$ cat src/rtl/aes_req_sched_pkg.sv
// Shared types and widths for the AES request scheduler and its core-side interface.
package aes_ctrl_pkg;

    localparam int KEY_W   = 256;
    localparam int BLOCK_W = 128;

    localparam logic KEYLEN_128 = 1'b0;
    localparam logic KEYLEN_256 = 1'b1;

    typedef enum logic [2:0] {
        S_IDLE  = 3'd0,
        S_ISSUE = 3'd1,
        S_INIT  = 3'd2,
        S_NEXT  = 3'd3,
        S_RESP  = 3'd4
    } state_e;

endpackage

$ cat src/rtl/aes_req_sched_if.sv
// Bundle of the signals running between the scheduler and the shared aes_core.
interface aes_req_sched_if;
    import aes_ctrl_pkg::*;

    logic               core_reset_n;
    logic               core_init;
    logic               core_next;
    logic               core_encdec;
    logic               core_keylen;
    logic [KEY_W-1:0]   core_key;
    logic [BLOCK_W-1:0] core_block;
    logic               core_ready;
    logic [BLOCK_W-1:0] core_result;
    logic               core_result_valid;

    modport master (
        output core_reset_n, core_init, core_next, core_encdec, core_keylen,
               core_key, core_block,
        input  core_ready, core_result, core_result_valid
    );

    modport slave (
        input  core_reset_n, core_init, core_next, core_encdec, core_keylen,
               core_key, core_block,
        output core_ready, core_result, core_result_valid
    );

endinterface

$ cat src/rtl/aes_req_sched_rr_arbiter.sv
// Combinational round-robin picker: first requester at or after ptr, wrapping around.
module rr_arbiter #(
    parameter int N     = 2,
    parameter int IDX_W = (N > 1) ? $clog2(N) : 1
) (
    input  logic [N-1:0]     req,
    input  logic [IDX_W-1:0] ptr,
    output logic [N-1:0]     grant,
    output logic [IDX_W-1:0] idx,
    output logic             any
);

    // Scan below ptr first and at/after ptr second so the wrap-around winner overrides; lowest index wins within each pass.
    always_comb begin
        grant = '0;
        idx   = '0;
        any   = 1'b0;
        for (int k = N - 1; k >= 0; k--) begin
            if (req[k] && (k < int'(ptr))) begin
                grant    = '0;
                grant[k] = 1'b1;
                idx      = k[IDX_W-1:0];
                any      = 1'b1;
            end
        end
        for (int k = N - 1; k >= 0; k--) begin
            if (req[k] && (k >= int'(ptr))) begin
                grant    = '0;
                grant[k] = 1'b1;
                idx      = k[IDX_W-1:0];
                any      = 1'b1;
            end
        end
    end

endmodule

$ cat src/rtl/aes_req_sched.sv
// Shares one aes_core between N_REQ requesters, caching the last expanded key to skip redundant key expansion.
import aes_ctrl_pkg::*;

module aes_req_sched #(
    parameter int N_REQ = 2,
    parameter int CNT_W = 16
) (
    input  logic                     clk,
    input  logic                     reset,
    input  logic [N_REQ-1:0]         req_valid,
    output logic [N_REQ-1:0]         req_ready,
    input  logic [N_REQ-1:0]         req_encdec,
    input  logic [N_REQ-1:0]         req_keylen,
    input  logic [N_REQ*KEY_W-1:0]   req_key,
    input  logic [N_REQ*BLOCK_W-1:0] req_block,
    output logic [N_REQ-1:0]         rsp_valid,
    input  logic [N_REQ-1:0]         rsp_ready,
    output logic [BLOCK_W-1:0]       rsp_result,
    input  logic                     key_flush,
    output logic                     busy,
    output logic [CNT_W-1:0]         init_count,
    aes_req_sched_if.master          core
);

    localparam int IDX_W = (N_REQ > 1) ? $clog2(N_REQ) : 1;

    state_e             state;
    logic [IDX_W-1:0]   rr_ptr;
    logic [IDX_W-1:0]   owner;
    logic               key_valid;
    logic               flush_pend;
    logic               hit;
    logic               encdec_reg;
    logic               keylen_reg;
    logic [KEY_W-1:0]   key_reg;
    logic [BLOCK_W-1:0] block_reg;

    logic [N_REQ-1:0]   arb_grant;
    logic [IDX_W-1:0]   arb_idx;
    logic               arb_any;
    logic               flush_now;
    logic               hit_now;
    logic [KEY_W-1:0]   win_key;
    logic [BLOCK_W-1:0] win_block;
    logic               win_encdec;
    logic               win_keylen;

    rr_arbiter #(.N(N_REQ), .IDX_W(IDX_W)) u_arb (
        .req   (req_valid),
        .ptr   (rr_ptr),
        .grant (arb_grant),
        .idx   (arb_idx),
        .any   (arb_any)
    );

    // Winner's fields and the key-cache hit test, which treats a pending or current flush as a miss.
    always_comb begin
        flush_now  = flush_pend | key_flush;
        win_key    = req_key[int'(arb_idx)*KEY_W +: KEY_W];
        win_block  = req_block[int'(arb_idx)*BLOCK_W +: BLOCK_W];
        win_encdec = req_encdec[arb_idx];
        win_keylen = req_keylen[arb_idx];
        hit_now    = key_valid & ~flush_now & (win_key == key_reg) & (win_keylen == keylen_reg);
    end

    // Grant, response and core pulses are decoded from the state; all are forced quiet while reset is held.
    always_comb begin
        req_ready      = '0;
        rsp_valid      = '0;
        core.core_init = 1'b0;
        core.core_next = 1'b0;
        if (!reset) begin
            if (state == S_IDLE) begin
                req_ready = arb_grant;
            end
            if (state == S_RESP) begin
                rsp_valid[owner] = 1'b1;
            end
            if (state == S_ISSUE) begin
                core.core_init = ~hit;
                core.core_next = hit;
            end
        end
    end

    assign busy              = (state != S_IDLE);
    assign core.core_reset_n = ~reset;
    assign core.core_encdec  = encdec_reg;
    assign core.core_keylen  = keylen_reg;
    assign core.core_key     = key_reg;
    assign core.core_block   = block_reg;

    // Main sequencer: arbitrate, issue init/next, wait on the core, then hold the result until the owner takes it.
    always_ff @(posedge clk) begin
        if (reset) begin
            state      <= S_IDLE;
            rr_ptr     <= '0;
            owner      <= '0;
            key_valid  <= 1'b0;
            flush_pend <= 1'b0;
            hit        <= 1'b0;
            encdec_reg <= 1'b0;
            keylen_reg <= KEYLEN_128;
            key_reg    <= '0;
            block_reg  <= '0;
            rsp_result <= '0;
            init_count <= '0;
        end else begin
            if ((state != S_IDLE) && key_flush) begin
                flush_pend <= 1'b1;
            end
            case (state)
                S_IDLE: begin
                    if (flush_now) begin
                        key_valid  <= 1'b0;
                        flush_pend <= 1'b0;
                    end
                    if (arb_any) begin
                        encdec_reg <= win_encdec;
                        keylen_reg <= win_keylen;
                        key_reg    <= win_key;
                        block_reg  <= win_block;
                        owner      <= arb_idx;
                        hit        <= hit_now;
                        key_valid  <= hit_now;
                        state      <= S_ISSUE;
                    end
                end
                S_ISSUE: begin
                    if (hit) begin
                        state <= S_NEXT;
                    end else begin
                        if (init_count != {CNT_W{1'b1}}) begin
                            init_count <= init_count + CNT_W'(1);
                        end
                        state <= S_INIT;
                    end
                end
                S_INIT: begin
                    if (core.core_ready) begin
                        key_valid <= 1'b1;
                        hit       <= 1'b1;
                        state     <= S_ISSUE;
                    end
                end
                S_NEXT: begin
                    if (core.core_ready && core.core_result_valid) begin
                        rsp_result <= core.core_result;
                        state      <= S_RESP;
                    end
                end
                S_RESP: begin
                    if (rsp_ready[owner]) begin
                        rr_ptr <= (owner == IDX_W'(N_REQ - 1)) ? '0 : owner + IDX_W'(1);
                        state  <= S_IDLE;
                    end
                end
                default: state <= S_IDLE;
            endcase
        end
    end

endmodule

$ cat src/flat_wrapper.sv
// flat-port wrapper written by rule: the top's interface ports become plain ports
module aes_req_sched_flat 
#(
    parameter int N_REQ = 2,
    parameter int CNT_W = 16
)
  (clk, reset, req_valid, req_ready, req_encdec, req_keylen, req_key, req_block, rsp_valid, rsp_ready, rsp_result, key_flush, busy, init_count, core_core_reset_n, core_core_init, core_core_next, core_core_encdec, core_core_keylen, core_core_key, core_core_block, core_core_ready, core_core_result, core_core_result_valid);
  aes_req_sched_if core_i ();
  input  logic clk;
  input  logic reset;
  input  logic [N_REQ-1:0] req_valid;
  output logic [N_REQ-1:0] req_ready;
  input  logic [N_REQ-1:0] req_encdec;
  input  logic [N_REQ-1:0] req_keylen;
  input  logic [N_REQ*KEY_W-1:0] req_key;
  input  logic [N_REQ*BLOCK_W-1:0] req_block;
  output logic [N_REQ-1:0] rsp_valid;
  input  logic [N_REQ-1:0] rsp_ready;
  output logic [BLOCK_W-1:0] rsp_result;
  input  logic key_flush;
  output logic busy;
  output logic [CNT_W-1:0] init_count;
  output wire logic [$bits(core_i.core_reset_n)-1:0] core_core_reset_n;
  output wire logic [$bits(core_i.core_init)-1:0] core_core_init;
  output wire logic [$bits(core_i.core_next)-1:0] core_core_next;
  output wire logic [$bits(core_i.core_encdec)-1:0] core_core_encdec;
  output wire logic [$bits(core_i.core_keylen)-1:0] core_core_keylen;
  output wire logic [$bits(core_i.core_key)-1:0] core_core_key;
  output wire logic [$bits(core_i.core_block)-1:0] core_core_block;
  input wire logic [$bits(core_i.core_ready)-1:0] core_core_ready;
  input wire logic [$bits(core_i.core_result)-1:0] core_core_result;
  input wire logic [$bits(core_i.core_result_valid)-1:0] core_core_result_valid;
  assign core_core_reset_n = core_i.core_reset_n;
  assign core_core_init = core_i.core_init;
  assign core_core_next = core_i.core_next;
  assign core_core_encdec = core_i.core_encdec;
  assign core_core_keylen = core_i.core_keylen;
  assign core_core_key = core_i.core_key;
  assign core_core_block = core_i.core_block;
  assign core_i.core_ready = core_core_ready;
  assign core_i.core_result = core_core_result;
  assign core_i.core_result_valid = core_core_result_valid;
  aes_req_sched #(.N_REQ(N_REQ), .CNT_W(CNT_W)) u_core (.clk(clk), .reset(reset), .req_valid(req_valid), .req_ready(req_ready), .req_encdec(req_encdec), .req_keylen(req_keylen), .req_key(req_key), .req_block(req_block), .rsp_valid(rsp_valid), .rsp_ready(rsp_ready), .rsp_result(rsp_result), .key_flush(key_flush), .busy(busy), .init_count(init_count), .core(core_i));
endmodule
$ cat config.mk
export PLATFORM = sky130hd
export DESIGN_NAME = aes_req_sched_flat
export DESIGN_NICKNAME = d
export VERILOG_FILES = /design/src/rtl/aes_req_sched_pkg.sv /design/src/rtl/aes_req_sched_if.sv /design/src/rtl/aes_req_sched_rr_arbiter.sv /design/src/rtl/aes_req_sched.sv /design/src/flat_wrapper.sv
export SDC_FILE = /design/constraint.sdc
export NUM_CORES = 2
export LEC_CHECK = 0
export CELL_PAD_IN_SITES_DETAIL_PLACEMENT = 1
export CELL_PAD_IN_SITES_GLOBAL_PLACEMENT = 1
export CORE_AREA = 5 5 560 562
export DETAILED_ROUTE_END_ITERATION = 8
export DIE_AREA = 0 0 565 567
export GPL_TIMING_DRIVEN = 0
export PLACE_DENSITY = 0.37
export SLEW_MARGIN = 15
export SYNTH_ARGS = -nofsm -noshare
export SYNTH_HDL_FRONTEND = slang
export SYNTH_SLANG_ARGS = --single-unit
$ cat constraint.sdc
create_clock -name clk -period 5.15 [get_ports clk]
set_clock_uncertainty 0.15 [all_clocks]
set_input_delay 1.2875 -clock clk [delete_from_list [all_inputs] [get_ports clk]]
set_output_delay 1.2875 -clock clk [all_outputs]
set_load 0.005 [all_outputs]
# Word level (Yosys, flattened, before mapping)
# Cells that the tools add are included.
# Widths: inputs -> output; s select.
[word_totals] register_bits=538 inputBits=909
[op_classes] n_addsub=2 order_cmp=5 eq_ne=12 shift=2 muxes=40 bitwise=7 n_reduce_logical=15
[ops] operator="$shiftx 512x10->256" count=1
[ops] operator="$eq 256x256->1" count=1
[ops] operator="$shiftx 256x9->128" count=1
[ops] operator="$mux 1" count=26
[ops] operator="$add 16x1->16 const B" count=1
[ops] operator="$ne 16x16->1 const B" count=1
[ops] operator="$pmux 3 s5" count=1
[ops] operator="$mux 2" count=6
[ops] operator="$mux 3" count=4
[ops] operator="$reduce_and 3->1" count=3
[ops] operator="$eq 3x2->1 const B" count=2
[ops] operator="$reduce_and 2->1" count=3
[ops] operator="$logic_and 1x1->1" count=5
[ops] operator="$lt 1x2->1 const B" count=2
[ops] operator="$ne 2x1->1 const B" count=2
[ops] operator="$ne 2x2->1 const B" count=2
[ops] operator="$pmux 1 s2" count=2
[ops] operator="$reduce_and 4->1" count=1
[ops] operator="$and 1x1->1" count=3
[ops] operator="$eq 3x1->1 const B" count=1
[ops] operator="$eq 3x3->1 const B" count=1
[ops] operator="$logic_not 3->1" count=1
[ops] operator="$ne 3x1->1 const B" count=1
[ops] operator="$not 1->1" count=3
[ops] operator="other kinds (9)" count=9

# Longest topological paths before layout
[depth] depth_word=9 depth_mapped=14

# Modules after synthesis
# A second synthesis with hierarchy kept.
[unflattened] cells_unflattened=2795 area_unflattened_um2=24922.7
[by_module_without_submodules] module="aes_req_sched" n_inst=1 cells_each=2790 area_per_inst_um2=24890.1 seq_area_each_um2=10770.3
[by_module_without_submodules] module="rr_arbiter" n_inst=1 cells_each=5 area_per_inst_um2=32.5 seq_area_each_um2=0.0

# Worst setup path before layout
# No wires, ideal clock.
[synth_timing] path_type="input -> output" from="in req_valid[0]" to="out req_ready[0]" arrival_ns=3.235 slack_ns=0.478 path_stages=11 cell_sequence="nand2b_1 -> buf_6 -> nand2_1 -> buf_2 -> buf_2 -> buf_2 -> clkbuf_1 -> clkbuf_1 -> clkbuf_1 -> nand2_1 -> nor3_1"
[synth_between] elab_chain_cells=6 word_cells_on_any_way=7 cone_classes="mux: 5; reduce/logical: 2"
[synth_lines] element="start, declared" line_no="flat_wrapper.sv:11" text="input logic [N_REQ-1:0] req_valid;"
[synth_lines] element="$logic_and 1x1->1" line_no="aes_req_sched_rr_arbiter.sv:19" text="if (req[k] && (k < int'(ptr))) begin"
[synth_lines] element="$mux 1" line_no="aes_req_sched_rr_arbiter.sv:19"
[synth_lines] element="$mux 2" line_no="aes_req_sched_rr_arbiter.sv:27" text="if (req[k] && (k >= int'(ptr))) begin"
[synth_lines] element="$mux 2 *" line_no="aes_req_sched_rr_arbiter.sv:27"
[synth_lines] element="$mux 2 *" line_no="aes_req_sched.sv:73" text="if (state == S_IDLE) begin"
[synth_lines] element="$mux 2 *" line_no="aes_req_sched.sv:72" text="if (!reset) begin"
[synth_lines] element="end, declared" line_no="flat_wrapper.sv:12" text="output logic [N_REQ-1:0] req_ready;"
# Every way passes the cells marked *; elsewhere a longest branch is shown, timed or not.

# Final worst setup path
[layout_timing] from="in req_valid[0]" to="reg u_core.hit"
[layout_between] elab_chain_cells=8 word_cells_on_any_way=17 cone_classes="eq/ne: 3; shift: 1; mux: 8; bitwise: 2; reduce/logical: 3"
[layout_lines] element="$logic_and 1x1->1" line_no="aes_req_sched_rr_arbiter.sv:27"
[layout_lines] element="$mux 1" line_no="aes_req_sched_rr_arbiter.sv:27"
[layout_lines] element="$shiftx 512x10->256 or $mux 1 (tied branches)" line_no="aes_req_sched.sv:59, aes_req_sched.sv:62"
[layout_lines] element="$eq 256x256->1 or $mux 1 (tied branches)" line_no="aes_req_sched.sv:63, aes_req_sched.sv:62"
[layout_lines] element="$and 1x1->1 or $eq 1x1->1 (tied branches)" line_no="aes_req_sched.sv:63" text="hit_now = key_valid & ~flush_now & (win_key == key_reg) & (win_keylen == keylen_reg);"
[layout_lines] element="$and 1x1->1" line_no="aes_req_sched.sv:63"
[layout_lines] element="$mux 1" line_no="aes_req_sched.sv:118" text="if (arb_any) begin"
[layout_lines] element="$pmux 1 s2" line_no="aes_req_sched.sv:112" text="case (state)"
[layout_lines] element="end signal, assigned" line_no="aes_req_sched.sv:124" text="hit <= hit_now;"
[layout_lines] element="end, declared" line_no="aes_req_sched.sv:32" text="logic hit;"
# Several ways; a longest one is shown, not always the timed one. The select of a mux whose other input is x is not followed.
# A chain may end at the register's enable or synchronous reset.

==> flow_summary_export.csv <==
group,metric,value,unit
sta,tightest_slew,1.32,ns
place,gp_congestion,0.916,
final_layout,drive_gt1_share,6.81,%
place,dpl.hpwl,360,mm
yosys,synth_seq_cells,538,
sta,fin_crit_sh,102,%
worst_setup_path,cp_data_arrival_time,5.77,ns
yosys,async_reset_ff_share,0,%
global_route,grt_pass1_wl,509,mm
sta,relSlewSlack,12.0,%
worst_setup_path,required,5.65,ns
sta,finalSetupViolCount,1,
worst_hold_path,min_path_type,"reg2reg",
sta,fmax,0.190,GHz
sta,fin_crit,5.27,ns
run_status,status,"complete, but fails checks",
yosys,syn_area_per_cell,7.66,um2
pwr,power.density,346,nW/um2
clocking,htreeDepth,3,
worst_setup_path,path_class,"in2reg",
detailed_routing,wl_per_cell,44.4,um
global_route,grt_usage,25.1,%
sta,tns,-0.117,ns
clocking,root_buffer,"clkbuf_16",
detailed_routing,postRouteAntennaNets,0,
global_route,gr-max-usage-layer,"met2",
pwr,ir_worst_vdd,0.299,mV
clocking,path_clk_slew,0.06,ns
final_layout,final_common_cell,"clkdlybuf4s50_1",
detailed_routing,viasPerCell,4.16,
detailed_routing,wl,421,mm
worst_setup_path,endpoint_kind,"flip-flop",
sta,hold_slack,0.302,ns
detailed_routing,first_iter_violations,3115,
run,drv_cap,0,
clocking,clock-sinks,538,
global_route,overflow,0,
clocking,clk-insertion-delay-late,0.76,ns
yosys,synth_fp_nets,4553,
global_route,use_met3,9.43,%
clocking,cts_inserted_buffers,87,
die,chipWidth,565,um
die,fp-row-count,204,
global_route,grt_start_max_net_pins,20,
final_layout,nNetsFinal,6106,
yosys,syn_area,27900,um2
global_route,antenna_found_initial,345,
final_layout,mostFrequentLayoutCells,"clkdlybuf4s50_1, nand2_1, dfxtp_1",
die,fp.dieArea,320000,um2
die,io_pins,1447,
worst_setup_path,cp_max_fo,10,
clocking,cts_tree,"done",
clocking,postCtsHoldBufs,0,
pwr,p_leak,17.6,nW
yosys,ys_warn_count,0,
global_route,grt_use_met1,24.7,%
sta,rsz0062_at_grt,"no",
detailed_routing,first_pass_iters,5,
detailed_routing,drc_errors,0,
yosys,synth_seq_area_share,38.6,%
yosys,synth_cells,3643,
final_layout,final_util,16.8,%
global_route,grt_util_met2,45.8,%
clocking,clk_path_buf_depth,3,
die,die_h,567,um
run_status,violations,"setup timing",
detailed_routing,vias,39400,
sta,slew_violations,0,
place,numPortBuffers,1445,
sta,final_hold_viol_count,0,
final_layout,areaGrowthSynthToFinish,85.0,%
yosys,synth_edf_count,0,
sta,fin_ws,-0.117,ns
global_route,grt_pass1_vias,39700,
yosys,synthFlopType,"dfxtp_1",
die,start_util,9.06,%
worst_setup_path,crit_path_start_kind,"primary input",
yosys,yosys.cell_types.count,73,
die,core_area,308000,um2
registers in the layout, indices dropped and copies added, names as in the netlist, 3 cells and up:
signal,count
u_core.core.core_block,128
u_core.rsp_result,128
u_core.state,3
u_core.core.core_key,256
u_core.init_count,16
worst max-delay path: stages:
cell and delay, ns:
buf_2 0.21, nor2b_4 0.19, buf_6 0.14, clkbuf_1 0.87
o21ai_0 0.39, o311ai_0 0.79, nand3b_1 0.22, nor4_4 0.48
nand4_1 0.15, or2_2 0.43, nand4b_1 0.36, a21oi_1 0.22
cell usage after synthesis, drive strengths merged (6+ instances only):
library cell	instances	area share, %
dfxtp	538	39
a311oi	238	7.5
a2111o	15	0.61
a21oi	252	4.5
nor2b	21	0.50
a221oi	9	0.28
and3	62	1.4
buf	58	1.2
nor4	21	0.49
nand4	27	0.61
and2	18	0.40
o221ai	14	0.44
o22a	8	0.25
mux2	6	0.24
a21boi	42	1.1
or4	11	0.30
a21o	13	0.35
nand2	684	9.2
inv	108	1.5
nor3	30	0.54
o22ai	31	0.70
nand3	101	1.8
mux2i	78	2.8
a2111oi	20	0.63
o21bai	9	0.24
o211ai	22	0.59
nand2b	34	0.76
o2bb2ai	7	0.22
xor2	42	1.3
a22oi	13	0.35
xnor2	29	0.91
a2bb2oi	20	0.63
nand4b	13	0.41
or3	8	0.18
o21ai	165	3.0
o2111ai	27	0.85
a211oi	146	3.9
nor2	395	5.4
clkbuf	241	3.2
area by class of cell:
cell class	count	area, um2
flip-flops and latches	538	10800
diodes	81	203
plain buffers	295	1540
fillers	36400	256000
well taps	4120	5150
multi-input cells	2698	15800
clock buffers	122	2510
repair buffers	1468	14700
clock inverters	39	543
inverters	108	409
path summary, 6_finish.rpt:
path,startpoint,endpoint,slack [ns],cells past startpoint
max,req_valid[0],u_core.hit,-0.12,12
max reg2reg,u_core.rr_ptr,u_core.hit,0.11,14
min reg2reg,u_core.rsp_result[8],u_core.rsp_result[8],0.30,2
min,u_core.rsp_result[8],u_core.rsp_result[8],0.30,2
kinds of logic after synthesis:
family	Yosys count	share of synthesized area (%)
flops	538	38.6
fa+ha+maj	1	0.0448
xor+xnor	71	2.23
simple gates	1448	22.6
compound gates	1094	27.5
buf+inv	407	5.94
mux	84	3.04
layer usage:
metal,up-vias,routed length (um)
met3,818,38700
met5,-,1130
met4,170,24800
li1,16500,-
met1,19700,142000
met2,2267,214000
stage by stage:
| stage | cells | power [mW] | cell area (um2) | setup WS, ns |
|---|---|---|---|---|
| 3_5_place_dp | 9221 | 11.2 | 47800 | -4.02 |
| 3_3_place_gp | 9208 | 11.1 | 47500 | -5.07 |
| 6_report | 9469 | 17.9 | 51600 | -0.117 |
| 2_1_floorplan | 3643 | 6.72 | 27900 | 0.478 |
| 5_1_grt | 9425 | 18.4 | 51500 | 0.00150 |
| 4_1_cts | 9388 | 18.1 | 51400 | -0.254 |
power breakdown:
part	internal (mW)	leakage, nW	total (mW)	switching [mW]
registers	4.61	4.43	5.22	0.606
logic	2.22	11.6	5.94	3.72
clock network	3.96	1.50	6.74	2.78
what timing repair did:
| item | in CTS | in global routing |
|---|---|---|
| pin swaps | 3 | 0 |
| setup buffers | 8 | 2 |
| resized for setup | 145 | 7 |
| endpoints found under the setup margin | 392 | 4 |
No activity file was read; power rests on OpenSTA's default activity.
